[config.mk]
export PLATFORM = sky130hd
export DESIGN_NAME = alu_operand_seq
export DESIGN_NICKNAME = d
export VERILOG_FILES = /design/src/rtl/alu_operand_seq.sv
export SDC_FILE = /design/constraint.sdc
export NUM_CORES = 1
export LEC_CHECK = 0
export BUFFER_PORTS_ARGS = -buffer_cell sky130_fd_sc_hd__buf_2
export CAP_MARGIN = 40
export CELL_PAD_IN_SITES_DETAIL_PLACEMENT = 0
export CELL_PAD_IN_SITES_GLOBAL_PLACEMENT = 1
export CORE_ASPECT_RATIO = 1.75
export CORE_UTILIZATION = 49
export CTS_BUF_LIST = sky130_fd_sc_hd__clkbuf_4 sky130_fd_sc_hd__clkbuf_8
export CTS_CLUSTER_DIAMETER = 40
export DETAILED_ROUTE_END_ITERATION = 10
export PLACE_DENSITY_LB_ADDON = 0.1
export SETUP_SLACK_MARGIN = 0.5
export SLEW_MARGIN = 20
export SYNTH_ARGS = -nofsm -noshare
export SYNTH_HDL_FRONTEND = slang
export SYNTH_SLANG_ARGS = --single-unit
[constraint.sdc]
create_clock -name clk -period 4.8 [get_ports clk]
set_input_delay 1.2 -clock clk [delete_from_list [all_inputs] [get_ports clk]]
set_output_delay 1.2 -clock clk [all_outputs]
set_load 0.02 [all_outputs]
[src/rtl/alu_operand_seq.sv]
`default_nettype none
// ============================================================================
//  Module   : alu_operand_seq
//  Purpose  : Pushbutton-driven operand loader for the DE2 4-bit ALU.
//             Each debounced press latches A, B, then the opcode. The block
//             then fires one ALU operation and holds its result for display.
//             Define ALU_SEQ_CHAIN_EN so that a press in SHOW feeds the result
//             back into A and skips straight to loading B.
//  Revision : 1.0  initial release
// ============================================================================
module alu_operand_seq #(
    parameter int BIT      = 4,
    parameter int OPCODE   = 4,
    parameter int DEBOUNCE = 500000
) (
    input  logic              clk,
    input  logic              reset,
    input  logic              key_n,
    input  logic [BIT-1:0]    sw_data,
    input  logic [BIT-1:0]    alu_c,
    input  logic              alu_flag,
    output logic [BIT-1:0]    a,
    output logic [BIT-1:0]    b,
    output logic [OPCODE-1:0] op,
    output logic              valid,
    output logic [BIT-1:0]    res,
    output logic              res_flag,
    output logic [2:0]        state
);

    localparam int                c_CNT_W   = (DEBOUNCE > 1) ? $clog2(DEBOUNCE) : 1;
    localparam logic [c_CNT_W-1:0] c_CNT_MAX = c_CNT_W'(DEBOUNCE - 1);
    localparam logic [c_CNT_W-1:0] c_CNT_ONE = c_CNT_W'(1);

    typedef enum logic [2:0] {
        LOAD_A  = 3'd0,
        LOAD_B  = 3'd1,
        LOAD_OP = 3'd2,
        EXEC    = 3'd3,
        SHOW    = 3'd4
    } state_t;

    logic               r_sync1;
    logic               r_sync2;
    logic               r_acc;
    logic [c_CNT_W-1:0] r_cnt;
    logic               r_press;

    state_t             r_state;
    logic [BIT-1:0]     r_a;
    logic [BIT-1:0]     r_b;
    logic [OPCODE-1:0]  r_op;
    logic               r_valid;
    logic [BIT-1:0]     r_res;
    logic               r_res_flag;

    // Key conditioning. Idle level is high, so the flops reset to 1 and a
    // power-on with the key released produces no spurious press.
    always_ff @(posedge clk or posedge reset) begin
        if (reset) begin
            r_sync1 <= 1'b1;
            r_sync2 <= 1'b1;
            r_acc   <= 1'b1;
            r_cnt   <= '0;
            r_press <= 1'b0;
        end else begin
            r_sync1 <= key_n;
            r_sync2 <= r_sync1;
            r_press <= 1'b0;
            if (r_sync2 == r_acc) begin
                r_cnt <= '0;
            end else if (r_cnt == c_CNT_MAX) begin
                r_acc   <= r_sync2;
                r_cnt   <= '0;
                // Only a high-to-low acceptance is a press; release is silent.
                r_press <= r_acc;
            end else begin
                r_cnt <= r_cnt + c_CNT_ONE;
            end
        end
    end

    always_ff @(posedge clk or posedge reset) begin
        if (reset) begin
            r_state    <= LOAD_A;
            r_a        <= '0;
            r_b        <= '0;
            r_op       <= '0;
            r_valid    <= 1'b0;
            r_res      <= '0;
            r_res_flag <= 1'b0;
        end else begin
            r_valid <= 1'b0;
            case (r_state)
                LOAD_A: begin
                    if (r_press) begin
                        r_a     <= sw_data;
                        r_state <= LOAD_B;
                    end
                end
                LOAD_B: begin
                    if (r_press) begin
                        r_b     <= sw_data;
                        r_state <= LOAD_OP;
                    end
                end
                LOAD_OP: begin
                    if (r_press) begin
                        r_op    <= sw_data[OPCODE-1:0];
                        r_valid <= 1'b1;
                        r_state <= EXEC;
                    end
                end
                EXEC: begin
                    // ALU is combinational on a/b/op, already stable here.
                    r_res      <= alu_c;
                    r_res_flag <= alu_flag;
                    r_state    <= SHOW;
                end
                SHOW: begin
                    if (r_press) begin
`ifdef ALU_SEQ_CHAIN_EN
                        r_a     <= r_res;
                        r_state <= LOAD_B;
`else
                        r_state <= LOAD_A;
`endif
                    end
                end
                default: begin
                    r_state <= LOAD_A;
                end
            endcase
        end
    end

    assign a        = r_a;
    assign b        = r_b;
    assign op       = r_op;
    assign valid    = r_valid;
    assign res      = r_res;
    assign res_flag = r_res_flag;
    assign state    = r_state;

endmodule
`default_nettype wire

==> impl_metrics.tcl <==
set metrics [dict create \
    start_kind "register" \
    final.period_utilization_pct 44.36 \
    worstHoldStart "r_sync1$_DFF_PP1_" \
    clock_sinks 44 \
    grt_pass1_vias 1380 \
    p_seq_share_pct 60.1 \
    powerDensity_mw_per_mm2 287.8 \
    p_switching_mw 0.1340 \
    status "finished, final reports clean" \
    via_count 1327 \
    ir_worst_vdd_mv 0.2233 \
    max_stage_delay_ps 440 \
    synth_common_cells "dfrtp_1, mux2_2, nor2_1" \
    finalSetupTns_ps 0 \
    drtIter0Drc 21 \
    path_class "reg -> out" \
    synth_edf_count 0 \
    dpl-instance-area_sq_mm 0.002110 \
    die_area_sq_mm 0.004165 \
    drc 0 \
    yosys_warnings 0 \
    synthToLayoutAreaGrowth_pct 14.99 \
    grt_max_degree 45 \
    antenna_left 0 \
    crit_path_max_fanout 8 \
    hold_violations 0 \
    clk_latency_ps 290 \
    drv_slew 0 \
    gr-total-overflow 0 \
    finalInstanceArea_sq_mm 0.002198 \
    min_to "r_sync2$_DFF_PP1_" \
    path_cells "buf_2" \
    final_nets 206 \
    async_flop_share_pct 100.0 \
    cts.root.buffer_cell "clkbuf_8" \
    r2r.worst_path.cells 4 \
    start_util_pct 52.17 \
    synth_top_area_cell "dfrtp_1" \
    critPathBufInv 1 \
    syn_inst 157 \
    arrival_ps 930 \
    drtPass1Iterations 4 \
    wl_per_cell_um 14.58 \
    worst_path_dominant_cell_family "flip-flops" \
    post_cts_resized 0 \
    cts_tree "done" \
    worstHoldPathCells 0 \
    port_buffers 32 \
    r2r-end "r_cnt[9]$_DFF_PP0_" \
    drive_gt1_share_pct 35.05 \
    leakagePower_nw 1.073 \
    yosysMostFrequentCell "dfrtp_1" \
    cts_max_path_buffers 2 \
    dp.final_hpwl_um 2589 \
    rsz0062_at_grt "false" \
    min_period_ps 2129 \
    slowest_stage "dfrtp_1" \
    htree_num_levels 2 \
    gp_congestion 0.7802 \
    maxSlewHeadroom_pct 54.34 \
    n_antenna_cell 0 \
    vias_per_cell 5.529 \
    antenna_found_initial 0 \
    yosys_register_bits 44 \
    timing.fmax_mhz 469.6 \
    yosys.area.top_type_share_pct 53.66 \
    clock_power_share_pct 35.8 \
    required_ps 3600 \
    rows 29 \
    syn_area_per_cell_sq_um 12.18 \
    routed_wl_um 3498 \
    yosysSeqAreaShare_pct 57.79 \
    intPower_mw 0.4986 \
    maxCapViolations 0 \
    ff2ff_setup_slack_ps 2940 \
    syn-num-nets 170 \
    core-area_sq_mm 0.003665 \
    cp-end-kind "output port" \
    ys.flop_type "dfrtp_1" \
    ios 33 \
    die_w_um 49.22 \
    max_slew.worst_pin.slew_ps 684.9 \
    cts_buffers 5 \
    r2r_start "r_cnt[11]$_DFF_PP0_" \
    yosysUniqueCellTypes 34 \
    grtUsageTotal_pct 19.43 \
    combPwrFrac_pct 4.1 \
    setup_viol 0 \
    synth_top_cells_by_area "dfrtp_1, mux2_2, xor2_1" \
    syn_area_sq_mm 0.001912 \
    cts_setup_buffers 0 \
    grt_pass1_wl_um 6127 \
    fin_skew_ps 5.277 \
    hold_path_class "reg -> reg" \
    cts.clk_slew.worst_paths_ps 80 \
    postCtsHoldBufs 0 \
    die_height_um 84.63 \
    swShare_pct 21.18 \
]
## kinds of logic (layout without fill, tap and decap cells)
logic type               Yosys count  after routing  synth area share (%)
AO/OA/AOI/OAI                     12             12                 3.469
XOR/XNOR                          13             13                 5.956
adder cells (fa/ha/maj)            1              1                0.6543
buffers and inverters              6             43                 1.832
flip-flops                        44             44                 57.79
multiplexers                      19             19                 11.19
AND/OR/NAND/NOR                   62             62                 19.11
## worst max-delay path by stage
stage | startpoint | end | slack, ps | depth (start not counted)
4_1_cts | state[0]$_DFFE_PP0P_ | state[0] | 2660 | 1
3_5_place_dp | r_cnt[11]$_DFF_PP0_ | r_cnt[12]$_DFF_PP0_ | 2920 | 4
5_1_grt | state[0]$_DFFE_PP0P_ | state[0] | 2610 | 1
2_1_floorplan | reset | a[0]$_DFFE_PP0P_ | 2570 | 1
6_report | state[0]$_DFFE_PP0P_ | state[0] | 2670 | 1
3_3_place_gp | r_cnt[11]$_DFF_PP0_ | r_cnt[11]$_DFF_PP0_ | 3000 | 4
## power groups by stage
stage               Sequential, mW  Combinational (mW)  Clock [mW]
detailed placement           0.387              0.0268           0
global route                 0.381              0.0296       0.252
floorplan                    0.389              0.0126           0
CTS                          0.380              0.0267       0.237
global placement             0.387              0.0255           0
finish                       0.380              0.0259       0.227
## area by class of cell
type	instances	area [sq um]
fill	312	1466
sequential	44	1105
multi-input combinational	107	772.0
timing repair buffer	33	167.7
clock buffer	7	83.83
tap	46	57.56
inverter	2	7.507
clock inverter	1	5.005
## sequential cells by signal (all words and copies together) (netlist names), 3 cells and up
signal	cells
a	4
res	4
op	4
state	3
b	4
r_cnt	19
## layer usage
metal / track usage (%) / share of wire [%]
met5: 0 / 0
met2: 34.37 / 57
met3: 4.348 / 3.7
met4: 9.091 / 1.9
met1: 21.49 / 37
## metrics by stage
| step | hold slack [ps] | worst slack, ps | utilization [%] | cells | total power [mW] |
|---|---|---|---|---|---|
| 2_1_floorplan | 345.2 | 2574 | - | 157 | 0.4018 |
| 3_3_place_gp | 346.2 | 2997 | 57.56 | 232 | 0.4123 |
| 5_1_grt | 367.4 | 2610 | 59.99 | 240 | 0.6620 |
| 6_report | 359.2 | 2671 | 59.99 | 240 | 0.6326 |
| 4_1_cts | 359.5 | 2660 | 59.99 | 240 | 0.6440 |
| 3_5_place_dp | 347.9 | 2918 | 57.56 | 232 | 0.4142 |
## cell usage in the layout, fill, tap and decap left out, drive strengths merged, types with 3 or more instances in the layout
master,synthesis,layout
xor2,11,11
and3,3,3
o21ai,5,5
nand3,5,5
nand2b,3,3
nor2,17,17
and4,4,4
nand2,6,6
mux2,19,19
a21oi,6,6
dfrtp,41,41
nand4,9,9
or3,4,4
dfstp,3,3
buf,3,33
clkbuf,1,7
Note: power is estimated with default switching activity, not from simulation.
